==> src/rtl/nibble_serial_adder.sv <==
// rtl/nibble_serial_adder.sv - multi-cycle adder that walks W-bit operands one nibble per cycle
// through an external 4-bit full adder, least significant nibble first.
module nibble_serial_adder #(
    parameter int NIBBLES = 4
) (
    input  logic                   clk,
    input  logic                   rst,
    input  logic                   start,
    input  logic [4*NIBBLES-1:0]   op_a,
    input  logic [4*NIBBLES-1:0]   op_b,
    input  logic                   cin,
    output logic                   busy,
    output logic                   done,
    output logic [4*NIBBLES-1:0]   result,
    output logic                   cout,
    output logic [3:0]             add_a,
    output logic [3:0]             add_b,
    output logic                   add_cin,
    input  logic [3:0]             add_sum,
    input  logic                   add_cout
);

    localparam int W  = 4 * NIBBLES;
    localparam int IW = $clog2(NIBBLES);

    typedef enum logic [1:0] {
        IDLE = 2'd0,
        RUN  = 2'd1,
        DONE = 2'd2
    } state_t;

    state_t          state;
    state_t          state_nx;
    logic [W-1:0]    a_reg;
    logic [W-1:0]    b_reg;
    logic            carry;
    logic [IW-1:0]   idx;
    logic            accept;
    logic            last;

    assign last = (idx == IW'(NIBBLES - 1));

    always_ff @(posedge clk) begin
        if (rst) begin
            state <= IDLE;
        end else begin
            state <= state_nx;
        end
    end

    // A new request is taken from IDLE and also from DONE, so operations can run back to back.
    always_comb begin
        state_nx = state;
        accept   = 1'b0;
        case (state)
            IDLE: begin
                if (start) begin
                    accept   = 1'b1;
                    state_nx = RUN;
                end
            end
            RUN: begin
                if (last) begin
                    state_nx = DONE;
                end
            end
            DONE: begin
                if (start) begin
                    accept   = 1'b1;
                    state_nx = RUN;
                end else begin
                    state_nx = IDLE;
                end
            end
            default: state_nx = IDLE;
        endcase
    end

    always_comb begin
        add_a   = 4'd0;
        add_b   = 4'd0;
        add_cin = 1'b0;
        if (state == RUN) begin
            add_a   = a_reg[{idx, 2'b00} +: 4];
            add_b   = b_reg[{idx, 2'b00} +: 4];
            add_cin = carry;
        end
    end

    // result is not cleared on accept: unwritten nibbles keep their old value until overwritten.
    always_ff @(posedge clk) begin
        if (rst) begin
            a_reg  <= '0;
            b_reg  <= '0;
            carry  <= 1'b0;
            idx    <= '0;
            result <= '0;
            cout   <= 1'b0;
        end else if (accept) begin
            a_reg <= op_a;
            b_reg <= op_b;
            carry <= cin;
            idx   <= '0;
        end else if (state == RUN) begin
            result[{idx, 2'b00} +: 4] <= add_sum;
            carry                     <= add_cout;
            idx                       <= idx + IW'(1);
            if (last) begin
                cout <= add_cout;
            end
        end
    end

    assign busy = (state == RUN);
    assign done = (state == DONE);

endmodule

==> config.mk <==
export PLATFORM = sky130hd
export DESIGN_NAME = nibble_serial_adder
export DESIGN_NICKNAME = d
export VERILOG_FILES = /design/src/rtl/nibble_serial_adder.sv
export SDC_FILE = /design/constraint.sdc
export NUM_CORES = 1
export LEC_CHECK = 0
export CORE_MARGIN = 2
export CORE_UTILIZATION = 42
export CTS_CLUSTER_DIAMETER = 200
export DETAILED_ROUTE_END_ITERATION = 6
export HOLD_SLACK_MARGIN = 0.1
export PLACE_DENSITY_LB_ADDON = 0.12
export SLEW_MARGIN = 20
export SYNTH_ARGS = -nofsm -noshare
export SYNTH_HDL_FRONTEND = slang
export SYNTH_SLANG_ARGS = --single-unit
==> constraint.sdc <==
create_clock -name clk -period 1.56 [get_ports clk]
set_input_delay 0.312 -clock clk [delete_from_list [all_inputs] [get_ports clk]]
set_output_delay 0.312 -clock clk [all_outputs]
set_load 0.02 [all_outputs]
==> results.sh <==
export IMPL_outcome="finished with violations"
export IMPL_violations="negative setup slack"
export IMPL_vias=2036
export IMPL_dpl_hpwl_um=3830
export IMPL_numCtsBuffers=5
export IMPL_maxCapViolations=0
export IMPL_crit_required_ns=1.25
export IMPL_fp_dieH_um=77.9
export IMPL_synth_cell_types=34
export IMPL_overflow=0
export IMPL_whs_path_depth=2
export IMPL_reg2reg_to="result[10]$_SDFFE_PP0P_"
export IMPL_postRouteAntennaNets=0
export IMPL_avgSynthCellArea_um2=9.18
export IMPL_grt_pass1_vias=1982
export IMPL_final_common_cell="nand2_1"
export IMPL_crit_start="idx[0]$_SDFFE_PP0P_"
export IMPL_rsz0062_at_grt="true"
export IMPL_grt_usage_pct=18.4
export IMPL_p_leak_nw=1.37
export IMPL_synthFlopType="dfxtp_1"
export IMPL_reg2reg_from="idx[0]$_SDFFE_PP0P_"
export IMPL_setup_viol=8
export IMPL_fin_ws_ns=-0.343
export IMPL_met2_usage_pct=31.3
export IMPL_die_w_um=77.9
export IMPL_synth_edf_count=0
export IMPL_yosysSeqAreaShare_pct=47.1
export IMPL_clk_latency_ns=0.30
export IMPL_placed_cells=389
export IMPL_cts_root_buffer="clkbuf_8"
export IMPL_syn_num_nets=296
export IMPL_grt_busiest_layer="met2"
export IMPL_startpoint_type="register"
export IMPL_p_per_area_nw_per_um2=876
export IMPL_cts_tree="yes"
export IMPL_met1_usage_pct=23.9
export IMPL_min_period_ns=1.90
export IMPL_clock_sinks=54
export IMPL_crit_slowest_cell="mux4_2"
export IMPL_synthToLayoutAreaGrowth_pct=45.8
export IMPL_fin_nets=375
export IMPL_post_dp_cell_area_um2=3150
export IMPL_yosysWarnings=0
export IMPL_synthCells=250
export IMPL_finalNonFillerCells=399
export IMPL_worst_path_buf_inv=2
export IMPL_clock_path_buffers=2
export IMPL_cp_arrival_ns=1.59
export IMPL_coreArea_um2=5200
export IMPL_clock_skew_ns=0.00936
export IMPL_syn_area_um2=2300
export IMPL_drc=0
export IMPL_min_from="rst"
export IMPL_hold_class="in -> reg"
export IMPL_drive_above_1_share_pct=22.2
export IMPL_worst_pin_slew_ns=0.352
export IMPL_clk_pin_slew_ns=0.10
export IMPL_holdPathEnd="result[2]$_SDFFE_PP0P_"
export IMPL_grt_max_degree=36
export IMPL_path_cells="buf_12, mux4_2, and2_4, buf_6"
export IMPL_place_congestion=0.784
export IMPL_min_period_over_period_pct=122
export IMPL_hold_viol=0
export IMPL_ff_latch_area_um2=1090
export IMPL_ff2ff_path_depth=6
export IMPL_grt_pass1_wl_um=9080
export IMPL_r2r_slack_ns=0.05
export IMPL_async_flop_share_pct=0
export IMPL_fmax_ghz=0.525
export IMPL_drt_iter0_drc=111
export IMPL_finalMaxSlewViolations=0
export IMPL_max_stage_delay_ns=0.50
export IMPL_end_kind="output pin"
export IMPL_diodes=0
export IMPL_most_common_layout_cells="nand2_1, dfxtp_1, a21oi_1, clkdlybuf4s50_1, dlygate4sd2_1"
export IMPL_wl_per_cell_um=13.5
export IMPL_multi_input_area_um2=1160
export IMPL_relSlewSlack_pct=76.5
export IMPL_ys_seq_elements=54
export IMPL_wl_um=5390
export IMPL_num_io_pins=69
export IMPL_core_rowCount=26
export IMPL_critical_path_max_fanout=4
export IMPL_drt_pass1_iter_count=4
export IMPL_final_cell_area_um2=3350
export IMPL_path_class="reg -> out"
export IMPL_dieArea_um2=6070
export IMPL_via_per_inst=5.10
export IMPL_port_buffers=68
export IMPL_peakVddDrop_v=0.000582
export IMPL_htree_levels=2
export IMPL_fill_cells=459
export IMPL_cp_top_family="multiplexers"
export IMPL_antenna_found_initial=0
export IMPL_grtUsageMet3_pct=3.72
export IMPL_start_util_pct=44.1
-- worst max path at each step --
stage	end	slack, ns	cells past startpoint
global placement	add_a[0]	-0.48	4
floorplan	add_a[0]	0.006	3
global route	add_b[3]	-0.39	4
detailed placement	add_b[3]	-0.51	4
finish	add_b[3]	-0.34	4
CTS	add_a[0]	-0.35	4
-- per-layer routing --
layer	part of all wire, %	wire length, um
met5	0	0
met4	0.67	36
met3	4.6	250
met2	51	2740
met1	44	2360
-- cell usage after synthesis, drive strengths merged (2+ instances only) --
| master | number | area share (%) |
|---|---|---|
| nand2 | 65 | 11 |
| dfxtp | 54 | 47 |
| a21oi | 39 | 8.5 |
| buf | 14 | 3.3 |
| and2 | 9 | 2.5 |
| mux4 | 8 | 8.3 |
| a32o | 6 | 2.6 |
| nand2b | 6 | 1.6 |
| ha | 5 | 2.7 |
| inv | 5 | 0.82 |
| a22o | 4 | 1.5 |
| nor2 | 4 | 0.65 |
| clkbuf | 3 | 0.49 |
| nand3 | 3 | 0.65 |
| nand3b | 3 | 0.98 |
| nor3 | 3 | 1.1 |
| and3 | 2 | 0.60 |
| and3b | 2 | 0.76 |
| nand4 | 2 | 0.54 |
| nor2b | 2 | 0.54 |
| o21ai | 2 | 0.44 |
| o32ai | 2 | 0.76 |
-- worst reg2reg max path, stage by stage (launching register included) --
cell and delay, ns:
dfxtp_4 0.39, buf_4 0.17, inv_2 0.08, ha_2 0.20, nor4b_1 0.25, and3_2 0.27
a22o_1 0.12
-- final cells by class --
class,instances,share of cell area [%]
Clock inverter,1,0.897
Timing Repair Buffer,89,26.2
Tap cell,70,2.62
Multi-Input combinational cell,174,34.6
Clock buffer,6,2.47
Sequential cell,54,32.5
Inverter,5,0.635
-- cell families (layout without fill, tap and decap cells) --
family / after synthesis / in the layout / share of synthesized area [%]
XOR/XNOR: 1 / 1 / 0.382
multiplexers: 9 / 9 / 8.77
buffers and inverters: 22 / 101 / 4.63
AO/OA/AOI/OAI: 55 / 55 / 14.5
AND/OR/NAND/NOR: 104 / 104 / 21.9
adder cells (fa/ha/maj): 5 / 5 / 2.72
flip-flops: 54 / 54 / 47.1
-- power by group --
| part | internal [mW] | switching [mW] |
|---|---|---|
| logic | 0.282 | 0.231 |
| clock network | 0.514 | 0.430 |
| registers | 1.44 | 0.0355 |
| total | 2.24 | 0.697 |
-- per-stage QoR --
stage          setup WS [ns]  hold WS, ns  setup TNS, ns  total power, mW  utilization, %
6_report              -0.343        0.372          -2.58             2.93            64.3
5_1_grt               -0.388        0.391          -2.99             3.07            64.3
4_1_cts               -0.351        0.367          -2.67             2.96            64.1
3_5_place_dp          -0.510        0.442          -4.22             1.98            60.5
3_3_place_gp          -0.479        0.439          -3.89             1.98            60.5
2_1_floorplan        0.00615        0.432              0             1.75               -
-- what timing repair did --
item	4_1_cts	5_1_grt
pin swaps	10	3
cloned	0	0
setup endpoints to repair	41	23
hold buffers	0	0
gates resized for setup	96	8
setup buffers	4	0
No activity file was read; power rests on OpenSTA's default activity.
